[src/rtl/formula_sum_isqrt_pkg.sv]
// Shared types and helpers for the isqrt-sum formula blocks.
// Latency: none (package only).
// Backpressure: none (package only).
// Contents: state_t FSM encoding, calc_rounds() issue-round count.
package formula_sum_isqrt_pkg;

  typedef enum logic [1:0] {
    ST_IDLE,
    ST_ISSUE,
    ST_WAIT,
    ST_DONE
  } state_t;

  // Number of issue rounds needed to push n_args operands through n_units units.
  function automatic int calc_rounds(input int n_args, input int n_units);
    return (n_args + n_units - 1) / n_units;
  endfunction

endpackage

[src/rtl/isqrt_masked_sum.sv]
// Sums the isqrt result slices of all units that are both valid and pending.
// Latency: purely combinational.
// Backpressure: none; the caller decides when the sum is consumed.
// Ports: y (N_UNITS packed W/2-bit results), vld/pending (per-unit masks),
//        sum (W-bit zero-extended total, wraps modulo 2^W).
module isqrt_masked_sum #(
  parameter int W       = 32,
  parameter int N_UNITS = 2
) (
  input  logic [N_UNITS*(W/2)-1:0] y,
  input  logic [N_UNITS-1:0]       vld,
  input  logic [N_UNITS-1:0]       pending,
  output logic [W-1:0]             sum
);

  localparam int HW = W / 2;

  always_comb begin
    sum = '0;
    for (int u = 0; u < N_UNITS; u++) begin
      if (vld[u] && pending[u]) begin
        sum = sum + {{(W - HW){1'b0}}, y[u*HW +: HW]};
      end
    end
  end

endmodule

[src/rtl/formula_sum_isqrt_n_fsm.sv]
// Computes sum of isqrt(arg[i]) over N_ARGS operands using N_UNITS external isqrt units.
// Latency: ROUNDS*(L+1)+1 cycles from handshake to res_vld for a fixed unit latency L.
// Backpressure: arg_rdy is high only in IDLE; callers hold arg_vld until accepted.
// Ports: clk/rst (sync, active-high); arg_vld/arg_rdy/args operand handshake;
//        res_vld/res one-cycle result strobe (res holds until next accept);
//        isqrt_x_vld/isqrt_x requests to units; isqrt_y_vld/isqrt_y unit results.
module formula_sum_isqrt_n_fsm
  import formula_sum_isqrt_pkg::*;
#(
  parameter int W       = 32,
  parameter int N_ARGS  = 3,
  parameter int N_UNITS = 2
) (
  input  logic                     clk,
  input  logic                     rst,
  input  logic                     arg_vld,
  output logic                     arg_rdy,
  input  logic [N_ARGS*W-1:0]      args,
  output logic                     res_vld,
  output logic [W-1:0]             res,
  output logic [N_UNITS-1:0]       isqrt_x_vld,
  output logic [N_UNITS*W-1:0]     isqrt_x,
  input  logic [N_UNITS-1:0]       isqrt_y_vld,
  input  logic [N_UNITS*W/2-1:0]   isqrt_y
);

  localparam int ROUNDS = calc_rounds(N_ARGS, N_UNITS);
  localparam int RW     = (ROUNDS > 1) ? $clog2(ROUNDS) : 1;

  state_t              state;
  state_t              state_nxt;
  logic [RW-1:0]       round;
  logic [N_UNITS-1:0]  pending;
  logic [N_UNITS-1:0]  pending_left;
  logic [N_UNITS-1:0]  issue_mask;
  logic [W-1:0]        acc;
  logic [W-1:0]        arrive_sum;
  logic [N_ARGS*W-1:0] args_q;
  logic                accept;
  logic                all_clear;
  logic                last_round;

  assign accept       = (state == ST_IDLE) && arg_vld;
  // Results arriving this cycle retire their pending bit immediately, so the
  // round can close in the same cycle as its last arrival.
  assign pending_left = pending & ~isqrt_y_vld;
  assign all_clear    = (pending_left == '0);
  assign last_round   = (round == RW'(ROUNDS - 1));
  assign res          = acc;

  isqrt_masked_sum #(
    .W       (W),
    .N_UNITS (N_UNITS)
  ) u_masked_sum (
    .y       (isqrt_y),
    .vld     (isqrt_y_vld),
    .pending (pending),
    .sum     (arrive_sum)
  );

  // State register
  always_ff @(posedge clk) begin
    if (rst) begin
      state <= ST_IDLE;
    end else begin
      state <= state_nxt;
    end
  end

  // Next-state logic
  always_comb begin
    state_nxt = state;
    case (state)
      ST_IDLE:  if (accept) state_nxt = ST_ISSUE;
      ST_ISSUE: state_nxt = ST_WAIT;
      ST_WAIT:  if (all_clear) state_nxt = last_round ? ST_DONE : ST_ISSUE;
      ST_DONE:  state_nxt = ST_IDLE;
      default:  state_nxt = ST_IDLE;
    endcase
  end

  // Outputs: unit requests exist only in ISSUE; operands are zero elsewhere.
  always_comb begin
    int k;
    k           = 0;
    arg_rdy     = (state == ST_IDLE);
    res_vld     = (state == ST_DONE);
    issue_mask  = '0;
    isqrt_x     = '0;
    if (state == ST_ISSUE) begin
      for (int u = 0; u < N_UNITS; u++) begin
        k = int'(round) * N_UNITS + u;
        if (k < N_ARGS) begin
          issue_mask[u]      = 1'b1;
          isqrt_x[u*W +: W]  = args_q[k*W +: W];
        end
      end
    end
    isqrt_x_vld = issue_mask;
  end

  // Datapath: operand latch, round counter, pending mask, accumulator.
  always_ff @(posedge clk) begin
    if (rst) begin
      round   <= '0;
      pending <= '0;
      acc     <= '0;
      args_q  <= '0;
    end else begin
      case (state)
        ST_IDLE: begin
          if (accept) begin
            args_q <= args;
            acc    <= '0;
            round  <= '0;
          end
        end
        ST_ISSUE: pending <= issue_mask;
        ST_WAIT: begin
          acc     <= acc + arrive_sum;
          pending <= pending_left;
          if (all_clear && !last_round) begin
            round <= round + RW'(1);
          end
        end
        default: ;
      endcase
    end
  end

endmodule

[config.mk]
export PLATFORM = sky130hd
export DESIGN_NAME = formula_sum_isqrt_n_fsm
export DESIGN_NICKNAME = d
export VERILOG_FILES = /design/src/rtl/formula_sum_isqrt_pkg.sv /design/src/rtl/isqrt_masked_sum.sv /design/src/rtl/formula_sum_isqrt_n_fsm.sv
export SDC_FILE = /design/constraint.sdc
export NUM_CORES = 1
export LEC_CHECK = 0
export BUFFER_PORTS_ARGS = -buffer_cell sky130_fd_sc_hd__buf_4
export CAP_MARGIN = 20
export CORE_MARGIN = 1.5
export CORE_UTILIZATION = 40
export CTS_BUF_LIST = sky130_fd_sc_hd__clkbuf_4 sky130_fd_sc_hd__clkbuf_8
export DETAILED_ROUTE_END_ITERATION = 16
export MAX_ROUTING_LAYER = met4
export PLACE_DENSITY = 0.77
export SLEW_MARGIN = 40
export SYNTH_ARGS = -nofsm -noshare
export SYNTH_HDL_FRONTEND = slang
export SYNTH_SLANG_ARGS = --single-unit
[constraint.sdc]
create_clock -name clk -period 9.4 [get_ports clk]
set_input_delay 0 -clock clk [delete_from_list [all_inputs] [get_ports clk]]
set_output_delay 0 -clock clk [all_outputs]
set_load 0.02 [all_outputs]
==> report_table.html, run 1 <==
<table>
<tr><th>Metric</th><th>Value</th></tr>
<tr><th colspan="2">Outcome</th></tr>
<tr><td>Outcome</td><td>completed</td></tr>
<tr><th colspan="2">Placement</th></tr>
<tr><td>Total cell area at the placement stage</td><td>9520 µm²</td></tr>
<tr><td>Weighted congestion reported at the end of routability-driven placement</td><td>between 0.9 and 1</td></tr>
<tr><td>HPWL after DPL</td><td>15800 µm</td></tr>
<tr><td>Count of input and output buffers</td><td>232</td></tr>
<tr><th colspan="2">Clocking</th></tr>
<tr><td>TritonCTS clock tree</td><td>done</td></tr>
<tr><td>H-tree levels</td><td>4</td></tr>
<tr><td>Insertion delay to the later sink of the worst-skew pair</td><td>0.46 ns</td></tr>
<tr><td>Total of hold buffers inserted after clock tree synthesis</td><td>103</td></tr>
<tr><td>Sinks on Clock Net</td><td>~130</td></tr>
<tr><td>Total clock buffers created by CTS</td><td>17</td></tr>
<tr><td>CTS root buf</td><td>clkbuf_8</td></tr>
<tr><td>Clock edge transition at the registers on the reported setup and hold paths</td><td>around 0.090 ns</td></tr>
<tr><td>Setup fix buffers added after clock tree synthesis</td><td>0</td></tr>
<tr><td>Buffers from clock root to sink, at most</td><td>2</td></tr>
<tr><td>Post-cts repair resize count</td><td>0</td></tr>
<tr><th colspan="2">Synth</th></tr>
<tr><td>Share of the synthesized area in the top cell type</td><td>34.8%</td></tr>
<tr><td>Flop and latch count out of synthesis</td><td>133</td></tr>
<tr><td>Most numerous cell types in the synthesized netlist</td><td>245 x nand2_1, 138 x a21oi_1, 133 x dfxtp_1, 55 x clkbuf_1, 44 x nor2_1</td></tr>
<tr><td>EDFF count, synth</td><td>0</td></tr>
<tr><td>Nets in the synthesized netlist</td><td>1165</td></tr>
<tr><td>Post-Syn Area</td><td>7640 µm²</td></tr>
<tr><td>Total of warnings raised by yosys</td><td>0</td></tr>
<tr><td>Cell taking the most area after synthesis</td><td>dfxtp_1</td></tr>
<tr><td>Cell with the most instances after synthesis</td><td>nand2_1</td></tr>
<tr><td>Register area share after synthesis</td><td>34.8%</td></tr>
<tr><td>Number of distinct library cell variants in the gate-level netlist after synthesis</td><td>65</td></tr>
<tr><td>Largest cells by area after synthesis</td><td>dfxtp_1 35%, nand2_1 12%, a21oi_1 9.0%</td></tr>
<tr><td>Post-Synthesis Mean Instance Area</td><td>around 7.7 µm²</td></tr>
<tr><td>Share of flip-flops with an asynchronous set or reset after synthesis</td><td>0%</td></tr>
<tr><td>Cells after synthesis</td><td>between 900 and 1000</td></tr>
<tr><td>Dominant register cell in the synthesized netlist</td><td>dfxtp_1</td></tr>
<tr><th colspan="2">Floorplan</th></tr>
<tr><td>CORE AREA</td><td>18700 µm²</td></tr>
<tr><td>Chip width</td><td>141 µm</td></tr>
<tr><td>Site Rows</td><td>50</td></tr>
<tr><td>Top-level I/O count</td><td>233</td></tr>
<tr><td>Chip height</td><td>141 µm</td></tr>
<tr><td>Area enclosed by the die boundary</td><td>19900 µm²</td></tr>
<tr><td>Starting density of the core</td><td>40.8%</td></tr>
<tr><th colspan="2">STA</th></tr>
<tr><td>Worst-margin pin slew</td><td>between 0.7 and 0.8 ns</td></tr>
<tr><td>Setup repair after global routing missed its margin</td><td>no</td></tr>
<tr><td>Max frequency</td><td>0.206 GHz</td></tr>
<tr><td>Final Setup Violations</td><td>0</td></tr>
<tr><td>Setup Skew</td><td>0.0122 ns</td></tr>
<tr><td>Final period utilization</td><td>51.5%</td></tr>
<tr><td>Worst slew margin relative to its limit</td><td>47.5%</td></tr>
<tr><td>Post-layout min period</td><td>between 4 and 5 ns</td></tr>
<tr><td>Setup Total Neg Slack</td><td>0 ns</td></tr>
<tr><td>Final Hold Violating Endpoints</td><td>0</td></tr>
<tr><td>Count of final max-slew check failures</td><td>0</td></tr>
<tr><th colspan="2">Global routing</th></tr>
<tr><td>Antenna violations before repair</td><td>0</td></tr>
<tr><td>Via count of the first global-routing pass</td><td>between 8000 and 9000</td></tr>
<tr><td>Sum of overflow across all layers after global routing</td><td>0</td></tr>
<tr><td>Wire length of the first global-routing pass</td><td>39500 µm</td></tr>
<tr><td>Total track usage</td><td>25.4%</td></tr>
<tr><td>Maximum number of pins on one net before global-route repair</td><td>98</td></tr>
<tr><th colspan="2">Min path</th></tr>
<tr><td>Worst hold-check path type</td><td>in2reg</td></tr>
<tr><th colspan="2">Critical path</th></tr>
<tr><td>Required time of the worst setup path</td><td>9.78 ns</td></tr>
<tr><td>Worst setup path endpoint</td><td>res[31]</td></tr>
<tr><td>Flop2flop setup slack</td><td>approximately 4.6 ns</td></tr>
<tr><td>Category of the most critical setup path</td><td>reg2reg</td></tr>
<tr><td>Setup crit end kind</td><td>flip-flop</td></tr>
<tr><td>Source of the critical timing path</td><td>pending[0]</td></tr>
<tr><td>Reg2Reg Capture Point</td><td>res[31]</td></tr>
<tr><td>Count of cells along the worst register-to-register path</td><td>19</td></tr>
<tr><td>Kind of launch point of the worst setup path</td><td>flip-flop</td></tr>
<tr><td>Longest individual stage delay on the worst path</td><td>0.69 ns</td></tr>
<tr><td>Arrival time at the worst endpoint</td><td>5.23 ns</td></tr>
<tr><td>Ordered list of cells on the worst path</td><td>and2_1 -&gt; nand2_1 -&gt; inv_1 -&gt; ha_1 -&gt; a21o_1 -&gt; maj3_1 -&gt; o31ai_1 -&gt; a21oi_1 -&gt; a221oi_2 -&gt; mux2i_1 -&gt; a21o_1 -&gt; ha_1 -&gt; nand2_1 -&gt; o21ai_1 -&gt; or3_1 -&gt; a311oi_4 -&gt; nor2_2 -&gt; a31o_1 -&gt; a21oi_1</td></tr>
<tr><td>Critical path's slowest cell</td><td>dfxtp_1</td></tr>
<tr><td>RR Startpoint</td><td>pending[0]</td></tr>
<tr><td>Highest net fanout along the worst path</td><td>19</td></tr>
<tr><th colspan="2">Detailed routing</th></tr>
<tr><td>Iteration count of the initial detailed-routing pass</td><td>5</td></tr>
<tr><td>Number of vias after detailed routing</td><td>8153</td></tr>
<tr><td>Detailed-route DRC error count</td><td>0</td></tr>
<tr><td>Drt first-iter violations</td><td>470</td></tr>
<tr><td>Detail-routed via count per cell</td><td>around 5.3</td></tr>
<tr><td>Remaining antenna violation count after routing</td><td>0</td></tr>
<tr><td>Total Routed Length</td><td>24900 µm</td></tr>
<tr><td>Average detailed-routed wire length per instance</td><td>16.2 µm</td></tr>
<tr><th colspan="2">Power and ir drop</th></tr>
<tr><td>Power density normalized to cell area</td><td>approximately 140 nW/µm²</td></tr>
<tr><td>Leakage power</td><td>approximately 4.7 nW</td></tr>
<tr><td>Maximum vdd drop</td><td>0.121 mV</td></tr>
<tr><th colspan="2">Cells and area</th></tr>
<tr><td>Share of final-layout standard cells stronger than drive strength 1</td><td>between 20% and 30%</td></tr>
<tr><td>Antenna fix cells</td><td>0</td></tr>
<tr><td>Multi-input gate area</td><td>4690 µm²</td></tr>
<tr><td>Final instance area</td><td>10900 µm²</td></tr>
<tr><td>Number of nets in the final layout</td><td>between 1000 and 1500</td></tr>
<tr><td>Total of fill cells in the finished design</td><td>1575</td></tr>
<tr><td>Footprint of the flip-flops and latches</td><td>2660 µm²</td></tr>
<tr><td>Area added between synthesis and finish</td><td>42.9%</td></tr>
<tr><th colspan="2">Run</th></tr>
<tr><td>Count of max-cap constraint violations</td><td>0</td></tr>
</table>
## how the worst min path moves through the flow
stage | startpoint | to | slack [ns] | depth (start not counted)
after global placement | args[16] | args_q[16] | 0.25 | 3
after global routing | isqrt_y_vld[0] | pending[0] | 0.05 | 4
after detailed placement | args[4] | args_q[4] | 0.26 | 3
final | isqrt_y_vld[0] | pending[0] | 0.06 | 4
after floorplan | args[32] | args_q[32] | 0.14 | 2
after CTS | isqrt_y_vld[0] | pending[0] | 0.03 | 4
## cells in the final DEF (no fill, tap or decap), types with 32 or more instances in the layout
| cell type | count |
|---|---|
| nand2_1 | 244 |
| nor2b_1 | 35 |
| dlygate4sd3_1 | 103 |
| buf_4 | 234 |
| a21oi_1 | 138 |
| dfxtp_1 | 132 |
| nor2_1 | 44 |
| xnor2_1 | 32 |
| mux2i_1 | 34 |
| and2_1 | 33 |
| ha_1 | 34 |
## registers in the layout, summed over array words and instances (netlist names)
signal	flops
res	32
pending	2
last_round	1
state	2
args_q	96
## area by class of cell
cell class | instances | area share [%]
clock buffers | 17 | 2.14
clock inverters | 15 | 1.27
inverters | 16 | 0.550
multi-input cells | 783 | 43.0
flip-flops and latches | 133 | 24.4
well taps | 234 | 2.68
repair buffers | 340 | 26.0
## metal layers
layer	up-vias	global-route usage [%]	routed length (µm)
li1	3977	-	-
met1	3821	29.0	10400
met2	302	42.7	12300
met3	53	6.32	1600
met4	0	9.70	656
met5	-	-	0
## critical path, delay by kind of cell, from the launching register on
kind,cells,cell delay [ns]
AOI/OAI and AO/OA,9,1.87
adders and majority gates,3,0.98
buffers and inverters,1,0.10
DFF,1,0.69
muxes,1,0.10
and+or+nand+nor,5,1.04
## power by group
| group | internal (mW) | switching, mW |
|---|---|---|
| combinational | 0.179 | 0.234 |
| clock | 0.195 | 0.275 |
| sequential | 0.607 | 0.0260 |
## logic make-up (layout without fill, tap and decap cells)
| group | after synthesis | count (layout) | synth area share [%] |
|---|---|---|---|
| simple gates | 425 | 425 | 25.5 |
| buf+inv | 80 | 388 | 4.08 |
| xor+xnor | 46 | 46 | 5.27 |
| flops | 133 | 133 | 34.8 |
| compound gates | 239 | 239 | 19.3 |
| fa+ha+maj | 37 | 37 | 6.22 |
| mux | 36 | 36 | 4.80 |
## per-stage QoR
| step | utilization, % | hold slack (ns) | instances | total power [mW] | setup slack (ns) |
|---|---|---|---|---|---|
| final | 58.4 | 0.0551 | 1538 | 1.52 | 4.56 |
| after global routing | 58.4 | 0.0532 | 1538 | 1.59 | 4.17 |
| after CTS | 58.4 | 0.0259 | 1538 | 1.51 | 4.58 |
| after detailed placement | 50.9 | 0.255 | 1403 | 1.01 | 4.58 |
| after global placement | 50.6 | 0.247 | 1401 | 0.995 | 4.75 |
| after floorplan | - | 0.136 | 996 | 0.873 | 5.32 |
No activity file was read; power rests on OpenSTA's default activity.
==> run 2: changes to the inputs <==
- clock period: 9.4 -> 5.06 ns (I/O delays scaled with it)
==> run 2 against run 1 <==
Against the previous run: critical path type unchanged; largest power group unchanged; clock-buffer cell count grew 1; non-clock buffer count is 4 lower; highest routed layer unchanged; die area is the same; core utilization shrank 0.16 points; sequential share of layout area increased by 0.067 points; register-to-register slack worse by 4.1 ns; setup slack got worse by 4.1 ns.
==> report_table.html, run 2 (synthesis results as in run 1) <==
<table>
<tr><th>Metric</th><th>Value</th></tr>
<tr><th colspan="2">Global routing</th></tr>
<tr><td>Sum of overflow across all layers after global routing</td><td>0 (unchanged)</td></tr>
<tr><td>Maximum number of pins on one net before global-route repair</td><td>98 (unchanged)</td></tr>
<tr><td>Wire length of the first global-routing pass</td><td>38000 µm (-3.7%)</td></tr>
<tr><td>Antenna violations before repair</td><td>0 (unchanged)</td></tr>
<tr><td>Met2 routing resource usage after global routing</td><td>41.7% (-1.1 points)</td></tr>
<tr><td>Met3 track demand over resource</td><td>5.71% (-0.61 points)</td></tr>
<tr><td>Via count of the first global-routing pass</td><td>7840 (-2.0%)</td></tr>
<tr><td>Busiest layer in global routing</td><td>met2</td></tr>
<tr><td>Total track usage</td><td>24.4% (-0.95 points)</td></tr>
<tr><td>Met1 Use GR</td><td>27.3% (-1.7 points)</td></tr>
<tr><th colspan="2">Detailed routing</th></tr>
<tr><td>Remaining antenna violation count after routing</td><td>0 (unchanged)</td></tr>
<tr><td>Detail-routed via count per cell</td><td>5.29 (-0.28%)</td></tr>
<tr><td>Average detailed-routed wire length per instance</td><td>15.8 µm (-2.8%)</td></tr>
<tr><td>Number of vias after detailed routing</td><td>8109 (-0.54%)</td></tr>
<tr><td>Drt first-iter violations</td><td>398 (-15%)</td></tr>
<tr><td>Detailed-route DRC error count</td><td>0 (unchanged)</td></tr>
<tr><td>Iteration count of the initial detailed-routing pass</td><td>5 (unchanged)</td></tr>
<tr><td>Total Routed Length</td><td>24200 µm (-3.1%)</td></tr>
<tr><th colspan="2">Clocking</th></tr>
<tr><td>Sinks on Clock Net</td><td>133 (unchanged)</td></tr>
<tr><td>Total clock buffers created by CTS</td><td>17 (unchanged)</td></tr>
<tr><td>Total of hold buffers inserted after clock tree synthesis</td><td>98 (-4.9%)</td></tr>
<tr><td>Clock edge transition at the registers on the reported setup and hold paths</td><td>0.09 ns (about the same)</td></tr>
<tr><td>Post-cts repair resize count</td><td>0 (unchanged)</td></tr>
<tr><td>Buffers from clock root to sink, at most</td><td>2 (unchanged)</td></tr>
<tr><td>H-tree levels</td><td>4 (unchanged)</td></tr>
<tr><td>Setup fix buffers added after clock tree synthesis</td><td>0 (unchanged)</td></tr>
<tr><td>CTS root buf</td><td>clkbuf_8</td></tr>
<tr><td>TritonCTS clock tree</td><td>done</td></tr>
<tr><td>Insertion delay to the later sink of the worst-skew pair</td><td>0.45 ns (about the same)</td></tr>
<tr><th colspan="2">STA</th></tr>
<tr><td>Final Hold Violating Endpoints</td><td>0 (unchanged)</td></tr>
<tr><td>Max frequency</td><td>0.217 GHz (+5.0%)</td></tr>
<tr><td>Setup Total Neg Slack</td><td>0 ns (unchanged)</td></tr>
<tr><td>Setup Skew</td><td>0.0163 ns (+0.00408 ns)</td></tr>
<tr><td>Count of final max-slew check failures</td><td>0 (unchanged)</td></tr>
<tr><td>Final Setup Violations</td><td>0 (unchanged)</td></tr>
<tr><td>Setup repair after global routing missed its margin</td><td>no</td></tr>
<tr><td>Worst-margin pin slew</td><td>0.760 ns (-0.0245 ns)</td></tr>
<tr><td>Final period utilization</td><td>91.2% (+40 points)</td></tr>
<tr><td>Post-layout min period</td><td>4.61 ns (-0.231 ns)</td></tr>
<tr><td>Worst slew margin relative to its limit</td><td>49.1% (+1.6 points)</td></tr>
<tr><th colspan="2">Outcome</th></tr>
<tr><td>Outcome</td><td>completed</td></tr>
<tr><th colspan="2">Floorplan</th></tr>
<tr><td>Chip height</td><td>141 µm (unchanged)</td></tr>
<tr><td>Site Rows</td><td>50 (unchanged)</td></tr>
<tr><td>Starting density of the core</td><td>40.8% (unchanged)</td></tr>
<tr><td>Top-level I/O count</td><td>233 (unchanged)</td></tr>
<tr><td>Area enclosed by the die boundary</td><td>19900 µm² (unchanged)</td></tr>
<tr><td>CORE AREA</td><td>18700 µm² (unchanged)</td></tr>
<tr><td>Chip width</td><td>141 µm (unchanged)</td></tr>
<tr><th colspan="2">Critical path</th></tr>
<tr><td>RR Startpoint</td><td>pending[0]</td></tr>
<tr><td>Kind of launch point of the worst setup path</td><td>flip-flop</td></tr>
<tr><td>Highest net fanout along the worst path</td><td>9 (-10)</td></tr>
<tr><td>Source of the critical timing path</td><td>pending[0]</td></tr>
<tr><td>Required time of the worst setup path</td><td>5.44 ns (-4.34 ns)</td></tr>
<tr><td>Longest individual stage delay on the worst path</td><td>0.48 ns (-0.21 ns)</td></tr>
<tr><td>Critical path's slowest cell</td><td>dfxtp_1</td></tr>
<tr><td>Category of the most critical setup path</td><td>reg2reg</td></tr>
<tr><td>Arrival time at the worst endpoint</td><td>5.00 ns (-0.23 ns)</td></tr>
<tr><td>Ordered list of cells on the worst path</td><td>and2_1 -&gt; nand2_1 -&gt; inv_1 -&gt; ha_1 -&gt; a21o_1 -&gt; maj3_1 -&gt; o31ai_1 -&gt; a21oi_1 -&gt; a221oi_2 -&gt; mux2i_1 -&gt; a21o_1 -&gt; ha_1 -&gt; nand2_1 -&gt; o21ai_1 -&gt; or3_1 -&gt; a311oi_4 -&gt; nor2_2 -&gt; a31o_1 -&gt; a21oi_1</td></tr>
<tr><td>Setup crit end kind</td><td>flip-flop</td></tr>
<tr><th colspan="2">Cells and area</th></tr>
<tr><td>Register with the most flip-flops</td><td>args_q</td></tr>
<tr><td>Commonest cells after routing, fill and taps aside</td><td>244 x nand2_1, 237 x buf_4, 138 x a21oi_1, 132 x dfxtp_1, 98 x dlygate4sd3_1</td></tr>
<tr><td>Number of nets in the final layout</td><td>1456 (-0.27%)</td></tr>
<tr><td>Share of final-layout standard cells stronger than drive strength 1</td><td>22.3% (+0.15 points)</td></tr>
<tr><td>Total of fill cells in the finished design</td><td>1583 (+0.51%)</td></tr>
<tr><td>Antenna fix cells</td><td>0 (unchanged)</td></tr>
<tr><td>Most common library cell in the layout ignoring fill and taps</td><td>nand2_1</td></tr>
<tr><td>Final Util</td><td>58.2% (-0.16 points)</td></tr>
<tr><td>Area added between synthesis and finish</td><td>42.5%</td></tr>
<tr><td>Largest register FFs</td><td>96 (unchanged)</td></tr>
<tr><th colspan="2">Min path</th></tr>
<tr><td>Startpoint of the tightest hold check path</td><td>isqrt_y_vld[0]</td></tr>
<tr><td>Worst hold-check path type</td><td>in2reg</td></tr>
<tr><th colspan="2">Placement</th></tr>
<tr><td>Count of input and output buffers</td><td>232 (unchanged)</td></tr>
<tr><td>Weighted congestion reported at the end of routability-driven placement</td><td>0.912 (-0.42%)</td></tr>
<tr><td>HPWL after DPL</td><td>15600 µm (-1.3%)</td></tr>
<tr><th colspan="2">Run</th></tr>
<tr><td>Count of max-cap constraint violations</td><td>0 (unchanged)</td></tr>
<tr><th colspan="2">Power and ir drop</th></tr>
<tr><td>Power density normalized to cell area</td><td>263 nW/µm² (+90%)</td></tr>
<tr><td>Leakage power</td><td>4.68 nW (-0.34%)</td></tr>
<tr><td>Maximum vdd drop</td><td>0.219 mV (+81%)</td></tr>
</table>
[run 2: cell types whose count changed in the layout (fill, tap and decap cells not counted), moves of 2 or more]
cell | previous run | this run
clkinv_4 | 0 | 2
bufinv_16 | 0 | 2
dlygate4sd3_1 | 103 | 98
buf_12 | 2 | 0
inv_8 | 4 | 1
buf_4 | 234 | 237
[run 2: routing by layer]
metal | wire [µm] | vias to the layer above | part of all wire [%]
met5 | 0 | - | 0
met4 | 766 | 0 | 3.2
met3 | 1650 | 58 | 6.8
met2 | 11900 | 318 | 49
met1 | 9830 | 3754 | 41
li1 | - | 3979 | -
[run 2: worst max-delay path: cells and delay by family (launching register included)]
family | cells | cell delay, ns
AO/OA/AOI/OAI | 9 | 1.88
adder cells (fa/ha/maj) | 3 | 0.97
buffers and inverters | 1 | 0.10
flip-flops | 1 | 0.48
multiplexers | 1 | 0.12
AND/OR/NAND/NOR | 5 | 0.98
[run 2: cell type report]
class	instances	area (µm²)	area share (%)
multi-input cells	783	4690	43.1
repair buffers	336	2770	25.4
flip-flops and latches	133	2660	24.5
well taps	234	293	2.69
clock buffers	18	248	2.27
clock inverters	14	163	1.49
inverters	16	60.1	0.551
[run 2: power breakdown]
| part | switching (mW) | internal, mW | total (mW) |
|---|---|---|---|
| Clock | 0.481 | 0.466 | 0.947 |
| Sequential | 0.0442 | 1.13 | 1.17 |
| Combinational | 0.428 | 0.320 | 0.748 |
| Total | 0.953 | 1.91 | 2.87 |
[run 2: path summary, 6_finish.rpt]
kind / to / slack (ns) / cells past startpoint
setup / recovery: res[31] / 0.45 / 19
hold / removal: pending[0] / 0.05 / 4
hold reg to reg: args_q[48] / 0.45 / 2
setup reg to reg: res[31] / 0.45 / 19
[run 2: per-stage QoR]
stage	instances	instance area [µm²]	power [mW]	hold slack (ns)	setup slack, ns
after floorplan	996	7640	1.62	0.136	0.976
after global placement	1404	9480	1.85	0.246	0.600
after detailed placement	1404	9500	1.86	0.254	0.517
after CTS	1534	10900	2.87	0.0226	0.471
after global routing	1534	10900	3.00	0.0542	0.135
final	1534	10900	2.87	0.0536	0.446
==> run 3: changes to the inputs <==
- ABC_AREA: not set -> 1
- PLACE_DENSITY: 0.77 -> 0.76
==> run 3 against run 2 <==
Against the previous run: cell count increased by 18%; sequential share of layout area decreased by 0.85 points; highest routed layer unchanged; flip-flop and latch count unchanged; largest cell class unchanged.
==> report_table.html, run 3 <==
<table>
<tr><th>Metric</th><th>Value</th></tr>
<tr><th colspan="2">Outcome</th></tr>
<tr><td>Outcome</td><td>completed</td></tr>
<tr><th colspan="2">Synth</th></tr>
<tr><td>Number of distinct library cell variants in the gate-level netlist after synthesis</td><td>48 (-26%)</td></tr>
<tr><td>Total of warnings raised by yosys</td><td>0 (unchanged)</td></tr>
<tr><td>Most numerous cell types in the synthesized netlist</td><td>358 x nor2_1, 185 x nand2_1, 162 x o21ai_0, 133 x dfxtp_1, 81 x inv_1</td></tr>
<tr><td>Share of flip-flops with an asynchronous set or reset after synthesis</td><td>0% (unchanged)</td></tr>
<tr><td>Dominant register cell in the synthesized netlist</td><td>dfxtp_1</td></tr>
<tr><td>Register area share after synthesis</td><td>33.3% (-1.5 points)</td></tr>
<tr><td>Post-Syn Area</td><td>8000 µm² (+4.7%)</td></tr>
<tr><td>Nets in the synthesized netlist</td><td>1409 (+21%)</td></tr>
<tr><td>Post-Synthesis Mean Instance Area</td><td>6.45 µm² (-16%)</td></tr>
<tr><td>Cell taking the most area after synthesis</td><td>dfxtp_1</td></tr>
<tr><td>Largest cells by area after synthesis</td><td>dfxtp_1 33%, nor2_1 17%, o21ai_0 10%</td></tr>
<tr><td>Cell with the most instances after synthesis</td><td>nor2_1</td></tr>
<tr><td>EDFF count, synth</td><td>0 (unchanged)</td></tr>
<tr><td>Share of the synthesized area in the top cell type</td><td>33.3% (-1.5 points)</td></tr>
<tr><td>Cells after synthesis</td><td>1240 (+24%)</td></tr>
<tr><td>Flop and latch count out of synthesis</td><td>133 (unchanged)</td></tr>
<tr><th colspan="2">Clocking</th></tr>
<tr><td>Total clock buffers created by CTS</td><td>17 (unchanged)</td></tr>
<tr><td>Buffers from clock root to sink, at most</td><td>2 (unchanged)</td></tr>
<tr><td>TritonCTS clock tree</td><td>done</td></tr>
<tr><td>CTS root buf</td><td>clkbuf_8</td></tr>
<tr><td>Clock edge transition at the registers on the reported setup and hold paths</td><td>0.09 ns (about the same)</td></tr>
<tr><td>Post-cts repair resize count</td><td>0 (unchanged)</td></tr>
<tr><td>Insertion delay to the later sink of the worst-skew pair</td><td>0.45 ns (about the same)</td></tr>
<tr><td>Sinks on Clock Net</td><td>133 (unchanged)</td></tr>
<tr><td>H-tree levels</td><td>4 (unchanged)</td></tr>
<tr><th colspan="2">Detailed routing</th></tr>
<tr><td>Iteration count of the initial detailed-routing pass</td><td>5 (unchanged)</td></tr>
<tr><td>Total Routed Length</td><td>26800 µm (+11%)</td></tr>
<tr><td>Remaining antenna violation count after routing</td><td>0 (unchanged)</td></tr>
<tr><td>Average detailed-routed wire length per instance</td><td>14.7 µm (-6.4%)</td></tr>
<tr><td>Detail-routed via count per cell</td><td>5.11 (-3.3%)</td></tr>
<tr><td>Detailed-route DRC error count</td><td>0 (unchanged)</td></tr>
<tr><td>Number of vias after detailed routing</td><td>9276 (+14%)</td></tr>
<tr><td>Drt first-iter violations</td><td>566 (+42%)</td></tr>
<tr><th colspan="2">Global routing</th></tr>
<tr><td>Total track usage</td><td>26.6% (+2.2 points)</td></tr>
<tr><td>Maximum number of pins on one net before global-route repair</td><td>100 (+2.0%)</td></tr>
<tr><td>Antenna violations before repair</td><td>0 (unchanged)</td></tr>
<tr><td>Wire length of the first global-routing pass</td><td>42700 µm (+12%)</td></tr>
<tr><td>Sum of overflow across all layers after global routing</td><td>0 (unchanged)</td></tr>
<tr><td>Via count of the first global-routing pass</td><td>8847 (+13%)</td></tr>
<tr><th colspan="2">Critical path</th></tr>
<tr><td>Ordered list of cells on the worst path</td><td>nand2_4 -&gt; nor2_1 -&gt; ha_1 -&gt; fa_1 -&gt; nand3_1 -&gt; o21ai_2 -&gt; nand3_1 -&gt; nand4_1 -&gt; nand2_1 -&gt; a21boi_1 -&gt; ha_1 -&gt; a21oi_1 -&gt; o21ai_0 -&gt; a21oi_1 -&gt; o21ai_2 -&gt; or2_2 -&gt; nand3_1 -&gt; a21oi_1</td></tr>
<tr><td>Longest individual stage delay on the worst path</td><td>0.75 ns (+0.27 ns)</td></tr>
<tr><td>Source of the critical timing path</td><td>pending[0]</td></tr>
<tr><td>Category of the most critical setup path</td><td>reg2reg</td></tr>
<tr><td>Setup crit end kind</td><td>flip-flop</td></tr>
<tr><td>RR Startpoint</td><td>pending[0]</td></tr>
<tr><td>Kind of launch point of the worst setup path</td><td>flip-flop</td></tr>
<tr><td>Highest net fanout along the worst path</td><td>21 (+12)</td></tr>
<tr><td>Critical path's slowest cell</td><td>dfxtp_1</td></tr>
<tr><td>Arrival time at the worst endpoint</td><td>4.48 ns (-0.52 ns)</td></tr>
<tr><td>Required time of the worst setup path</td><td>5.39 ns (-0.05 ns)</td></tr>
<tr><th colspan="2">Power and ir drop</th></tr>
<tr><td>Maximum vdd drop</td><td>0.223 mV (+1.8%)</td></tr>
<tr><td>Power density normalized to cell area</td><td>348 nW/µm² (+32%)</td></tr>
<tr><td>Leakage power</td><td>5.28 nW (+13%)</td></tr>
<tr><th colspan="2">Cells and area</th></tr>
<tr><td>Total of fill cells in the finished design</td><td>1773 (+12%)</td></tr>
<tr><td>Register with the most flip-flops</td><td>args_q</td></tr>
<tr><td>Antenna fix cells</td><td>0 (unchanged)</td></tr>
<tr><td>Area added between synthesis and finish</td><td>41.0%</td></tr>
<tr><td>Multi-input gate area</td><td>4770 µm² (+1.6%)</td></tr>
<tr><td>Number of nets in the final layout</td><td>1705 (+17%)</td></tr>
<tr><td>Largest register FFs</td><td>96 (unchanged)</td></tr>
<tr><td>Commonest cells after routing, fill and taps aside</td><td>357 x nor2_1, 234 x buf_4, 184 x nand2_1, 162 x o21ai_0, 133 x dfxtp_1</td></tr>
<tr><td>Share of final-layout standard cells stronger than drive strength 1</td><td>21.8% (-0.55 points)</td></tr>
<tr><td>Footprint of the flip-flops and latches</td><td>2660 µm² (about the same)</td></tr>
<tr><td>Most common library cell in the layout ignoring fill and taps</td><td>nor2_1</td></tr>
<tr><th colspan="2">Floorplan</th></tr>
<tr><td>Chip width</td><td>144 µm (+2.3%)</td></tr>
<tr><td>Area enclosed by the die boundary</td><td>20800 µm² (+4.6%)</td></tr>
<tr><td>Top-level I/O count</td><td>233 (unchanged)</td></tr>
<tr><td>Starting density of the core</td><td>41.0% (+0.10 points)</td></tr>
<tr><td>CORE AREA</td><td>19500 µm² (+4.4%)</td></tr>
<tr><td>Site Rows</td><td>51 (+2.0%)</td></tr>
<tr><td>Chip height</td><td>144 µm (+2.3%)</td></tr>
<tr><th colspan="2">STA</th></tr>
<tr><td>Final hold slack</td><td>0.113 ns (+0.0598 ns)</td></tr>
<tr><td>Max frequency</td><td>0.240 GHz (+11%)</td></tr>
<tr><td>Setup Total Neg Slack</td><td>0 ns (unchanged)</td></tr>
<tr><td>Final period utilization</td><td>82.2% (-9.0 points)</td></tr>
<tr><td>Setup Skew</td><td>0.0202 ns (+0.00391 ns)</td></tr>
<tr><td>Worst slew margin relative to its limit</td><td>48.5% (-0.59 points)</td></tr>
<tr><td>Setup repair after global routing missed its margin</td><td>no</td></tr>
<tr><td>Worst-margin pin slew</td><td>0.772 ns (+0.0116 ns)</td></tr>
<tr><td>Count of final max-slew check failures</td><td>0 (unchanged)</td></tr>
<tr><td>Post-layout min period</td><td>4.16 ns (-0.455 ns)</td></tr>
<tr><td>Final Setup Violations</td><td>0 (unchanged)</td></tr>
<tr><td>Final Hold Violating Endpoints</td><td>0 (unchanged)</td></tr>
<tr><th colspan="2">Min path</th></tr>
<tr><td>Startpoint of the tightest hold check path</td><td>isqrt_y_vld[0]</td></tr>
<tr><td>Worst hold-check path type</td><td>in2reg</td></tr>
<tr><th colspan="2">Placement</th></tr>
<tr><td>HPWL after DPL</td><td>17200 µm (+11%)</td></tr>
<tr><td>Count of input and output buffers</td><td>232 (unchanged)</td></tr>
<tr><td>Weighted congestion reported at the end of routability-driven placement</td><td>0.947 (+3.9%)</td></tr>
<tr><th colspan="2">Run</th></tr>
<tr><td>Count of max-cap constraint violations</td><td>0 (unchanged)</td></tr>
</table>
## run 3: changes by cell type after synthesis, moves of 33 or more
| cell | before | now |
|---|---|---|
| nor2_1 | 44 | 358 |
| o21ai_0 | 15 | 162 |
| a21oi_1 | 138 | 66 |
| inv_1 | 16 | 81 |
| nand2_1 | 245 | 185 |
| nor2b_1 | 36 | 0 |
| and2_1 | 34 | 1 |
## run 3: cells by family after synthesis
family | synth area share (%)
AND/OR/NAND/NOR | 34.4
AO/OA/AOI/OAI | 18.0
buffers and inverters | 7.18
flip-flops | 33.3
adder cells (fa/ha/maj) | 5.82
XOR/XNOR | 0.986
multiplexers | 0.376
## run 3: cell type report
cell class | count | area share, %
inverter | 88 | 2.96
tap | 265 | 2.94
clock inverter | 15 | 1.55
timing repair buffer | 335 | 24.6
multi-input combinational | 961 | 42.3
sequential | 133 | 23.6
clock buffer | 17 | 2.07
## run 3: metal layers
metal  GRT usage, %  up-vias  share of wire (%)
met3           5.70       48                7.5
met1           32.0     4220                 42
met4           8.29        0                2.1
li1               -     4603                  -
met5              -        -                  0
met2           44.4      405                 49
## run 3: metrics by stage
| step | setup WS [ns] | power, mW | instance area [µm²] | utilization, % | cells |
|---|---|---|---|---|---|
| 2_1_floorplan | 1.69 | 2.43 | 8000 | - | 1240 |
| 3_3_place_gp | 0.987 | 2.90 | 9870 | 50.5 | 1684 |
| 3_5_place_dp | 0.912 | 2.92 | 9880 | 50.6 | 1684 |
| 4_1_cts | 0.903 | 3.90 | 11300 | 57.7 | 1814 |
| 5_1_grt | 0.501 | 4.19 | 11300 | 57.8 | 1814 |
| 6_report | 0.901 | 3.92 | 11300 | 57.8 | 1814 |
## run 3: worst max-delay path: cells and delay by family, from the launching register on
family                     cells  cell delay [ns]
AOI/OAI and AO/OA              7             1.19
adders and majority gates      3             0.82
DFF                            1             0.75
and+or+nand+nor                8             1.30
## run 3: repair_timing
item                                   in CTS  in global routing
setup buffers                               0                  0
endpoints found under the hold margin     115                  0
hold buffers                               98                  0
## run 3: worst paths after layout
| kind | to | slack (ns) | cells after the start |
|---|---|---|---|
| hold / removal | pending[0] | 0.11 | 4 |
| setup reg to reg | res[13] | 0.90 | 18 |
| setup / recovery | res[13] | 0.90 | 18 |
| hold reg to reg | args_q[11] | 0.49 | 2 |
## run 3: power breakdown
group / switching (mW) / internal, mW
Clock: 0.536 / 0.381
Combinational: 1.05 / 0.591
Sequential: 0.124 / 1.24
Total: 1.71 / 2.21
